$ cat config.mk
export PLATFORM = sky130hd
export DESIGN_NAME = trimdac_serial_rx
export DESIGN_NICKNAME = d
export VERILOG_FILES = /design/src/rtl/trimdac_pkg.sv /design/src/rtl/trimdac_rx_sync.sv /design/src/rtl/trimdac_serial_rx.sv
export SDC_FILE = /design/constraint.sdc
export NUM_CORES = 1
export LEC_CHECK = 0
export CAP_MARGIN = 20
export CORE_ASPECT_RATIO = 1.25
export CORE_MARGIN = 1.5
export CORE_UTILIZATION = 55
export DETAILED_ROUTE_END_ITERATION = 6
export GPL_TIMING_DRIVEN = 0
export MAX_ROUTING_LAYER = met4
export PLACE_DENSITY = 0.76
export SKIP_LAST_GASP = 1
export SYNTH_ARGS = -nofsm -noshare
export SYNTH_HDL_FRONTEND = slang
export SYNTH_HIERARCHICAL = 1
export SYNTH_SLANG_ARGS = --single-unit
$ cat constraint.sdc
create_clock -name clk -period 4.2 [get_ports clk]
set_input_delay 0.42 -clock clk [delete_from_list [all_inputs] [get_ports clk]]
set_output_delay 0.42 -clock clk [all_outputs]
set_load 0.05 [all_outputs]
$ cat src/rtl/trimdac_pkg.sv
// Shared definitions for the AD8804 TrimDAC 3-wire link (receiver and transmitter).
package trimdac_pkg;

  localparam int TRIMDAC_FRAME_BITS = 12;
  localparam int TRIMDAC_ADDR_W     = 4;
  localparam int TRIMDAC_DATA_W     = 8;
  localparam int TRIMDAC_NUM_CH     = 12;
  localparam logic [TRIMDAC_DATA_W-1:0] TRIMDAC_RESET_CODE = 8'h80;

  typedef enum logic [1:0] {
    IDLE  = 2'd0,
    SHIFT = 2'd1,
    CHECK = 2'd2
  } trimdac_state_e;

  function automatic logic trimdac_addr_ok(input logic [TRIMDAC_ADDR_W-1:0] addr,
                                           input int num_ch);
    return ({28'd0, addr} < 32'(num_ch));
  endfunction

endpackage

$ cat src/rtl/trimdac_rx_sync.sv
// Multi-bit input synchroniser with rising/falling event pulses.
// Optional TRIMDAC_RX_GLITCH_FILTER_EN: a level change counts only after holding two cycles.
module trimdac_rx_sync #(
  parameter int             W        = 3,
  parameter int             STAGES   = 2,
  parameter logic [W-1:0]   IDLE_LVL = '0
) (
  input  logic         clk,
  input  logic         rst_n,
  input  logic [W-1:0] din,
  output logic [W-1:0] level,
  output logic [W-1:0] rise,
  output logic [W-1:0] fall
);

  logic [W-1:0] chain_r [STAGES];
  logic [W-1:0] sync_s;
  logic [W-1:0] prev_r;
  logic [W-1:0] chg_s;

  // Synchroniser chain plus one-cycle history of the synced level
  always_ff @(posedge clk) begin
    if (!rst_n) begin
      for (int i = 0; i < STAGES; i++) chain_r[i] <= IDLE_LVL;
      prev_r <= IDLE_LVL;
    end else begin
      chain_r[0] <= din;
      for (int i = 1; i < STAGES; i++) chain_r[i] <= chain_r[i-1];
      prev_r <= sync_s;
    end
  end

  assign sync_s = chain_r[STAGES-1];

`ifdef TRIMDAC_RX_GLITCH_FILTER_EN
  logic [W-1:0] filt_r;

  // Accepted level follows the synced level once it has held for two cycles
  always_ff @(posedge clk) begin
    if (!rst_n) begin
      filt_r <= IDLE_LVL;
    end else begin
      filt_r <= filt_r ^ chg_s;
    end
  end

  assign chg_s = ~(sync_s ^ prev_r) & (sync_s ^ filt_r);
  assign level = filt_r;
`else
  assign chg_s = sync_s ^ prev_r;
  assign level = sync_s;
`endif

  assign rise = chg_s & sync_s;
  assign fall = chg_s & ~sync_s;

endmodule

$ cat src/rtl/trimdac_serial_rx.sv
// AD8804 TrimDAC 3-wire frame receiver with a 12 x 8 register file and read port.
// Build option TRIMDAC_RX_GLITCH_FILTER_EN adds a two-cycle stability filter on the inputs.
module trimdac_serial_rx
  import trimdac_pkg::*;
#(
  parameter int FRAME_BITS  = TRIMDAC_FRAME_BITS,
  parameter int NUM_CH      = TRIMDAC_NUM_CH,
  parameter int SYNC_STAGES = 2
) (
  input  logic                      clk,
  input  logic                      rst_n,
  input  logic                      clk_i,
  input  logic                      sdi_i,
  input  logic                      cs_i,
  input  logic [TRIMDAC_ADDR_W-1:0] rd_addr,
  output logic [TRIMDAC_DATA_W-1:0] rd_data,
  output logic                      frame_valid,
  output logic [TRIMDAC_ADDR_W-1:0] frame_addr,
  output logic [TRIMDAC_DATA_W-1:0] frame_data,
  output logic                      frame_err,
  output logic                      busy
);

  localparam logic [1:0] S_IDLE  = IDLE;
  localparam logic [1:0] S_SHIFT = SHIFT;
  localparam logic [1:0] S_CHECK = CHECK;
  localparam logic [3:0] CNT_MAX   = 4'd15;
  localparam logic [3:0] FRAME_CNT = 4'(FRAME_BITS);

  logic [2:0] lvl_s, rise_s, fall_s;
  logic       cs_rise_s, cs_fall_s, sclk_rise_s, sdi_s;
  logic       unused_s;

  logic [1:0]                state_r;
  logic [3:0]                cnt_r;
  logic [FRAME_BITS-1:0]     shift_r;
  logic                      frame_valid_r, frame_err_r, busy_r;
  logic [TRIMDAC_ADDR_W-1:0] frame_addr_r;
  logic [TRIMDAC_DATA_W-1:0] frame_data_r, rd_data_r;
  logic [TRIMDAC_DATA_W-1:0] mem_r [NUM_CH];

  logic [TRIMDAC_ADDR_W-1:0] shift_addr_s;
  logic [TRIMDAC_DATA_W-1:0] shift_data_s;
  logic                      frame_ok_s, wr_en_s;

  // Bit order: [2] chip select (idles high), [1] serial clock, [0] serial data
  trimdac_rx_sync #(
    .W        (3),
    .STAGES   (SYNC_STAGES),
    .IDLE_LVL (3'b100)
  ) u_sync (
    .clk   (clk),
    .rst_n (rst_n),
    .din   ({cs_i, clk_i, sdi_i}),
    .level (lvl_s),
    .rise  (rise_s),
    .fall  (fall_s)
  );

  assign cs_rise_s   = rise_s[2];
  assign cs_fall_s   = fall_s[2];
  assign sclk_rise_s = rise_s[1];
  assign sdi_s       = lvl_s[0];
  assign unused_s    = ^{lvl_s[2:1], rise_s[0], fall_s[1:0]};

  assign shift_addr_s = shift_r[FRAME_BITS-1 -: TRIMDAC_ADDR_W];
  assign shift_data_s = shift_r[TRIMDAC_DATA_W-1:0];
  assign frame_ok_s   = (cnt_r == FRAME_CNT);

  // Frame state machine; cs rising takes priority over a coincident serial edge
  always_ff @(posedge clk) begin
    if (!rst_n) begin
      state_r       <= S_IDLE;
      cnt_r         <= 4'd0;
      shift_r       <= {FRAME_BITS{1'b0}};
      frame_valid_r <= 1'b0;
      frame_err_r   <= 1'b0;
      frame_addr_r  <= {TRIMDAC_ADDR_W{1'b0}};
      frame_data_r  <= {TRIMDAC_DATA_W{1'b0}};
      busy_r        <= 1'b0;
    end else begin
      frame_valid_r <= 1'b0;
      frame_err_r   <= 1'b0;
      case (state_r)
        S_IDLE: begin
          if (cs_fall_s) begin
            state_r <= S_SHIFT;
            cnt_r   <= 4'd0;
            shift_r <= {FRAME_BITS{1'b0}};
            busy_r  <= 1'b1;
          end
        end
        S_SHIFT: begin
          if (cs_rise_s) begin
            state_r <= S_CHECK;
            busy_r  <= 1'b0;
          end else if (sclk_rise_s) begin
            shift_r <= {shift_r[FRAME_BITS-2:0], sdi_s};
            // Saturate so an over-long frame can never wrap back to a legal count
            if (cnt_r != CNT_MAX) cnt_r <= cnt_r + 4'd1;
          end
        end
        S_CHECK: begin
          if (frame_ok_s) begin
            frame_valid_r <= 1'b1;
            frame_addr_r  <= shift_addr_s;
            frame_data_r  <= shift_data_s;
          end else begin
            frame_err_r <= 1'b1;
          end
          state_r <= S_IDLE;
          busy_r  <= 1'b0;
        end
        default: begin
          state_r <= S_IDLE;
          busy_r  <= 1'b0;
        end
      endcase
    end
  end

  // Register-file write strobe for a good frame addressing an implemented channel
  always_comb begin
    wr_en_s = 1'b0;
    if ((state_r == S_CHECK) && frame_ok_s && trimdac_addr_ok(shift_addr_s, NUM_CH)) begin
      wr_en_s = 1'b1;
    end else begin
      wr_en_s = 1'b0;
    end
  end

  // Register file, reset to midscale
  always_ff @(posedge clk) begin
    if (!rst_n) begin
      for (int i = 0; i < NUM_CH; i++) mem_r[i] <= TRIMDAC_RESET_CODE;
    end else if (wr_en_s) begin
      mem_r[shift_addr_s] <= shift_data_s;
    end
  end

  // Registered read port; unimplemented channels read as midscale
  always_ff @(posedge clk) begin
    if (!rst_n) begin
      rd_data_r <= TRIMDAC_RESET_CODE;
    end else if (trimdac_addr_ok(rd_addr, NUM_CH)) begin
      rd_data_r <= mem_r[rd_addr];
    end else begin
      rd_data_r <= TRIMDAC_RESET_CODE;
    end
  end

  assign rd_data     = rd_data_r;
  assign frame_valid = frame_valid_r;
  assign frame_addr  = frame_addr_r;
  assign frame_data  = frame_data_r;
  assign frame_err   = frame_err_r;
  assign busy        = busy_r;

endmodule
Word-level counts from Yosys, hierarchy flattened
Memory sizes are Yosys's and may differ from the RTL's. A register that Yosys moved wholly into a read port is not among the register bits.
Cells that the tools add are included.
{ "totals": {"reg_bits": 36, "mem_bits_rw": 102, "in_bits": 9, "output_inout_bits": 23, "wordCells": 69, "n_memories": 2} }
{ "op_classes": {"add_sub_neg": 1, "order_cmp": 2, "n_eq_ne": 9, "n_mux": 28, "n_bitwise": 6, "reduce_logical": 12} }
{ "mem_list": {"columns": ["name", "words", "width", "rd", "rd_clocked_by_memory_dff", "wr", "line_no", "rtl"], "rows": [
  ["mem_r", 12, 8, 1, 1, 12, "trimdac_serial_rx.sv:40", "logic [TRIMDAC_DATA_W-1:0] mem_r [NUM_CH];"],
  ["u_sync.chain_r", 2, 3, 2, 0, 2, "trimdac_rx_sync.sv:16", "logic [W-1:0] chain_r [STAGES];"]
]} }
{ "ops": {"columns": ["operator", "n"], "rows": [
  ["two-way mux 12 bit", 3],
  ["one-hot mux 12 bit (2 select lines)", 1],
  ["two-way mux 4 bit", 5],
  ["two-way mux 1 bit", 11],
  ["inequality test 2 bit, second input constant", 5],
  ["less-than comparator 4 bit, second input constant", 2],
  ["two-way mux 8 bit", 1],
  ["one-hot mux 4 bit (2 select lines)", 1],
  ["AND reduction 2 bit", 4],
  ["OR reduction 8 bit", 1],
  ["bitwise AND 3 bit", 2],
  ["two-way mux 3 bit", 2],
  ["AND reduction 5 bit", 1],
  ["adder 4 x 1 -> 4 bit, second input constant", 1],
  ["equality test 4 bit, second input constant", 1],
  ["two-way mux 2 bit", 2],
  ["inequality test 4 bit, second input constant", 1],
  ["one-hot mux 2 bit (2 select lines)", 1],
  ["AND reduction 4 bit", 1],
  ["inverter 3 bit", 1],
  ["XOR 3 bit", 1],
  ["equality test 2 x 1 -> 1 bit, second input constant", 1],
  ["equality test 2 bit, second input constant", 1],
  ["logical AND 1 bit", 2],
  ["other kinds (5)", 6]
]} }

Logic depth before layout (Yosys ltp)
{ "logic_depth": {"word_depth": 9, "ltp_mapped": 7, "ltp_nobuf": 6} }

By module
The synthesis kept the hierarchy.
{ "by_module_without_submodules": {"columns": ["mod", "instances", "cells_each", "area_per_inst_um2", "seq_area_each_um2"], "rows": [
  ["trimdac_serial_rx", 1, 464, 5940.7, 3683.5],
  ["trimdac_rx_sync", 1, 27, 296.5, 180.2]
]} }

Least setup slack after synthesis
Ideal clock, no wire load.
{ "synth_timing": {"kind": "register to register", "from": "register state_r[0]", "to": "memory mem_r[2][0] (enable)", "setup_time_ns": 0.384, "arrival_time_ns": 2.113, "required_time_ns": 3.816, "path_slack_ns": 1.703, "stages_incl_launch_ff": 6, "period_less_slack_ns": 2.497, "cell_sequence": "dfxtp_1 > buf_2 > nand3b_1 > or4_1 > buf_2 > o21ai_0"} }
{ "synth_rtl": {"columns": ["element", "line_no", "rtl"], "rows": [
  ["from (decl)", "trimdac_serial_rx.sv:34", "logic [1:0] state_r;"],
  ["from (signal assigned)", "trimdac_serial_rx.sv:73", "state_r <= S_IDLE;"],
  ["from (signal assigned)", "trimdac_serial_rx.sv:87", "state_r <= S_SHIFT;"],
  ["from (signal assigned)", "trimdac_serial_rx.sv:95", "state_r <= S_CHECK;"],
  ["to (decl)", "trimdac_serial_rx.sv:40", null]
]} }

==> run_results.csv <==
group,metric,value,unit
place,place_area,6636,µm²
global_routing,grt_pass1_vias,3911,
power,powerDensity,436.2,nW/µm²
sta,fin_crit,2.831,ns
power,ir_drop,0.0003720,V
critical_path,cp-startpoint,"rst_n",
sta,rsz0062_at_grt,"no",
sta,max_freq,353.3,MHz
yosys,syn-cell-area,6177,µm²
die,die_h,121.5,µm
power,p_int,2.500,mW
global_routing,grt_pass1_wl,21.04,mm
drt,drt-total-wl,13.31,mm
power,seqPwrFrac,49.3,%
finish,final_common_cell,"edfxtp_1",
clock_tree,cts_hold_buf,0,
finish,drive_gt1_share,11.29,%
finish,final_util,65.65,%
critical_path,worstPathArrival,2.90,ns
clock_tree,cts_buffers,17,
clock_tree,cts.clk_slew.worst_paths,0.05,ns
clock_tree,clk_latency,0.42,ns
drt,ant_nets,0,
critical_path,cp_cell_sequence,"clkdlybuf4s50_1 > nand3b_1 > or3_4 > nor3_1 > nand2b_1",
global_routing,use_met2,40.89,%
sta,worstMarginPinSlew,1.017,ns
finish,mostFrequentLayoutCells,"edfxtp_1 (96), and2_1 (89), dfxtp_1 (48)",
power,p_comb_share,4.9,%
sta,fin_setup_tns,0,ns
critical_path,max_stage_delay,0.71,ns
global_routing,busiest_layer,"met2",
die,core_area,11030,µm²
sta,hold_viol,0,
finish,fin_cells,684,
global_routing,antenna_found_initial,0,
die,dieArea,11880,µm²
power,power.leakage,2.563,nW
critical_path,critPathRequiredTime,4.27,ns
sta,setup_violations,0,
outcome,status,"finished clean",
die,start_util,56.01,%
finish,syn_to_final_growth,17.22,%
global_routing,grtUsageMet1,29.68,%
critical_path,crit_fanout,11,
sta,period_share,67.39,%
power,power,3.158,mW
sta,clock_skew,0.007421,ns
critical_path,ff2ff_path_depth,6,
clock_tree,cts.sinks,144,
power,power.switching,657.7,µW
die,ios,32,
global_routing,grt_use_total,24.96,%
global_routing,gr-usage-met3,5.933,%
die,std_cell_rows,43,
place,gp_congestion,0.9338,
yosys,synth_nets,495,
clock_tree,cts_buffer_depth,2,
hold_path,hold_depth,1,
drt,vias,3927,
clock_tree,ctsRootBufferMaster,"clkbuf_16",
critical_path,crit_slowest_cell,"nor3_1",
critical_path,start_kind,"input pin",
critical_path,cp-end-kind,"register",
sta,slew_headroom,31.50,%
critical_path,reg2reg_from,"cnt_r[0]",
critical_path,crit_type,"input pin to register",
clock_tree,ctsResizeCount,0,
place,place.detailed.instances,648,
power,power_frac_clock,45.8,%
die,die_w,97.79,µm
drt,routedWlPerCell,19.46,µm
global_routing,grt_max_degree,17,
drt,first_iter_violations,280,
drt,viasPerCell,5.741,
clock_tree,cts_setup_buffers,0,
finish,fillers,788,
hold_path,hold_path_class,"register to register",
sta,maxSlewViolCount,0,
finish,diodes,0,
finish,final_cell_area,7241,µm²
yosys,avgSynthCellArea,12.76,µm²
yosys,netlist_instances,484,
drt,dr.pass1.iters,5,
place,dpl.hpwl,9.174,mm
place,numPortBuffers,29,
global_routing,gr-total-overflow,0,
hold_path,hold_start,"u_sync/chain_r[0][2]",
drt,route.detailed.drc,0,
flow_run,cap_violations,0,
finish,nets,547,
yosys,ys.warnings.count,6,
power,switching_share,20.83,%
clock_tree,h-tree-depth,4,
clock_tree,cts_tree,"done",
## per-layer routing
layer,vias to the layer above,wire length [µm]
li1,1844,-
met1,1911,5390
met2,148,6846
met3,24,730
met4,0,345
met5,-,0
## through the flow
stage / hold slack [ns] / setup WS, ns
floorplan: 0.3863 / 1.703
CTS: 0.4302 / 1.318
global placement: 0.3973 / 0.9295
detailed placement: 0.4145 / 0.8912
finish: 0.4225 / 1.369
global route: 0.4376 / 1.167
## critical path, delay by kind of cell
| family | cells | cell delay [ns] |
|---|---|---|
| simple gates | 4 | 1.80 |
| buf+inv | 1 | 0.67 |
## sequential cells by signal, indices dropped and copies added, names as in the netlist
| signal | cells |
|---|---|
| cnt_r | 4 |
| frame_addr | 4 |
| frame_data | 8 |
| frame_err | 1 |
| frame_valid | 1 |
| mem_r | 96 |
| rd_data | 8 |
| shift_r | 12 |
| state_r | 2 |
| u_sync/chain_r | 6 |
| u_sync/prev_r | 2 |
## power groups by stage
| stage | registers [mW] | logic, mW | clock network (mW) |
|---|---|---|---|
| 6_report | 1.56 | 0.156 | 1.45 |
| 3_5_place_dp | 1.59 | 0.154 | 0 |
| 5_1_grt | 1.56 | 0.167 | 1.51 |
| 2_1_floorplan | 1.60 | 0.0846 | 0 |
| 4_1_cts | 1.56 | 0.155 | 1.45 |
| 3_3_place_gp | 1.58 | 0.150 | 0 |
## area by class of cell
type | instances | area [µm²] | area share, %
buffer | 31 | 135.1 | 1.866
clock buffer | 28 | 559.3 | 7.724
clock inverter | 4 | 20.02 | 0.2765
inverter | 6 | 22.52 | 0.3110
timing repair buffer | 33 | 315.3 | 4.355
tap | 135 | 168.9 | 2.333
sequential | 144 | 3844 | 53.08
multi-input combinational | 303 | 2176 | 30.05
## final timing paths
| kind | end | slack [ns] |
|---|---|---|
| worst max-delay path | mem_r[10][2] | 1.37 |
| worst max register to register | mem_r[10][2] | 1.46 |
| worst min-delay path | u_sync/chain_r[0][5] | 0.42 |
| worst min register to register | u_sync/chain_r[0][5] | 0.42 |
No activity file was read; power rests on OpenSTA's default activity.
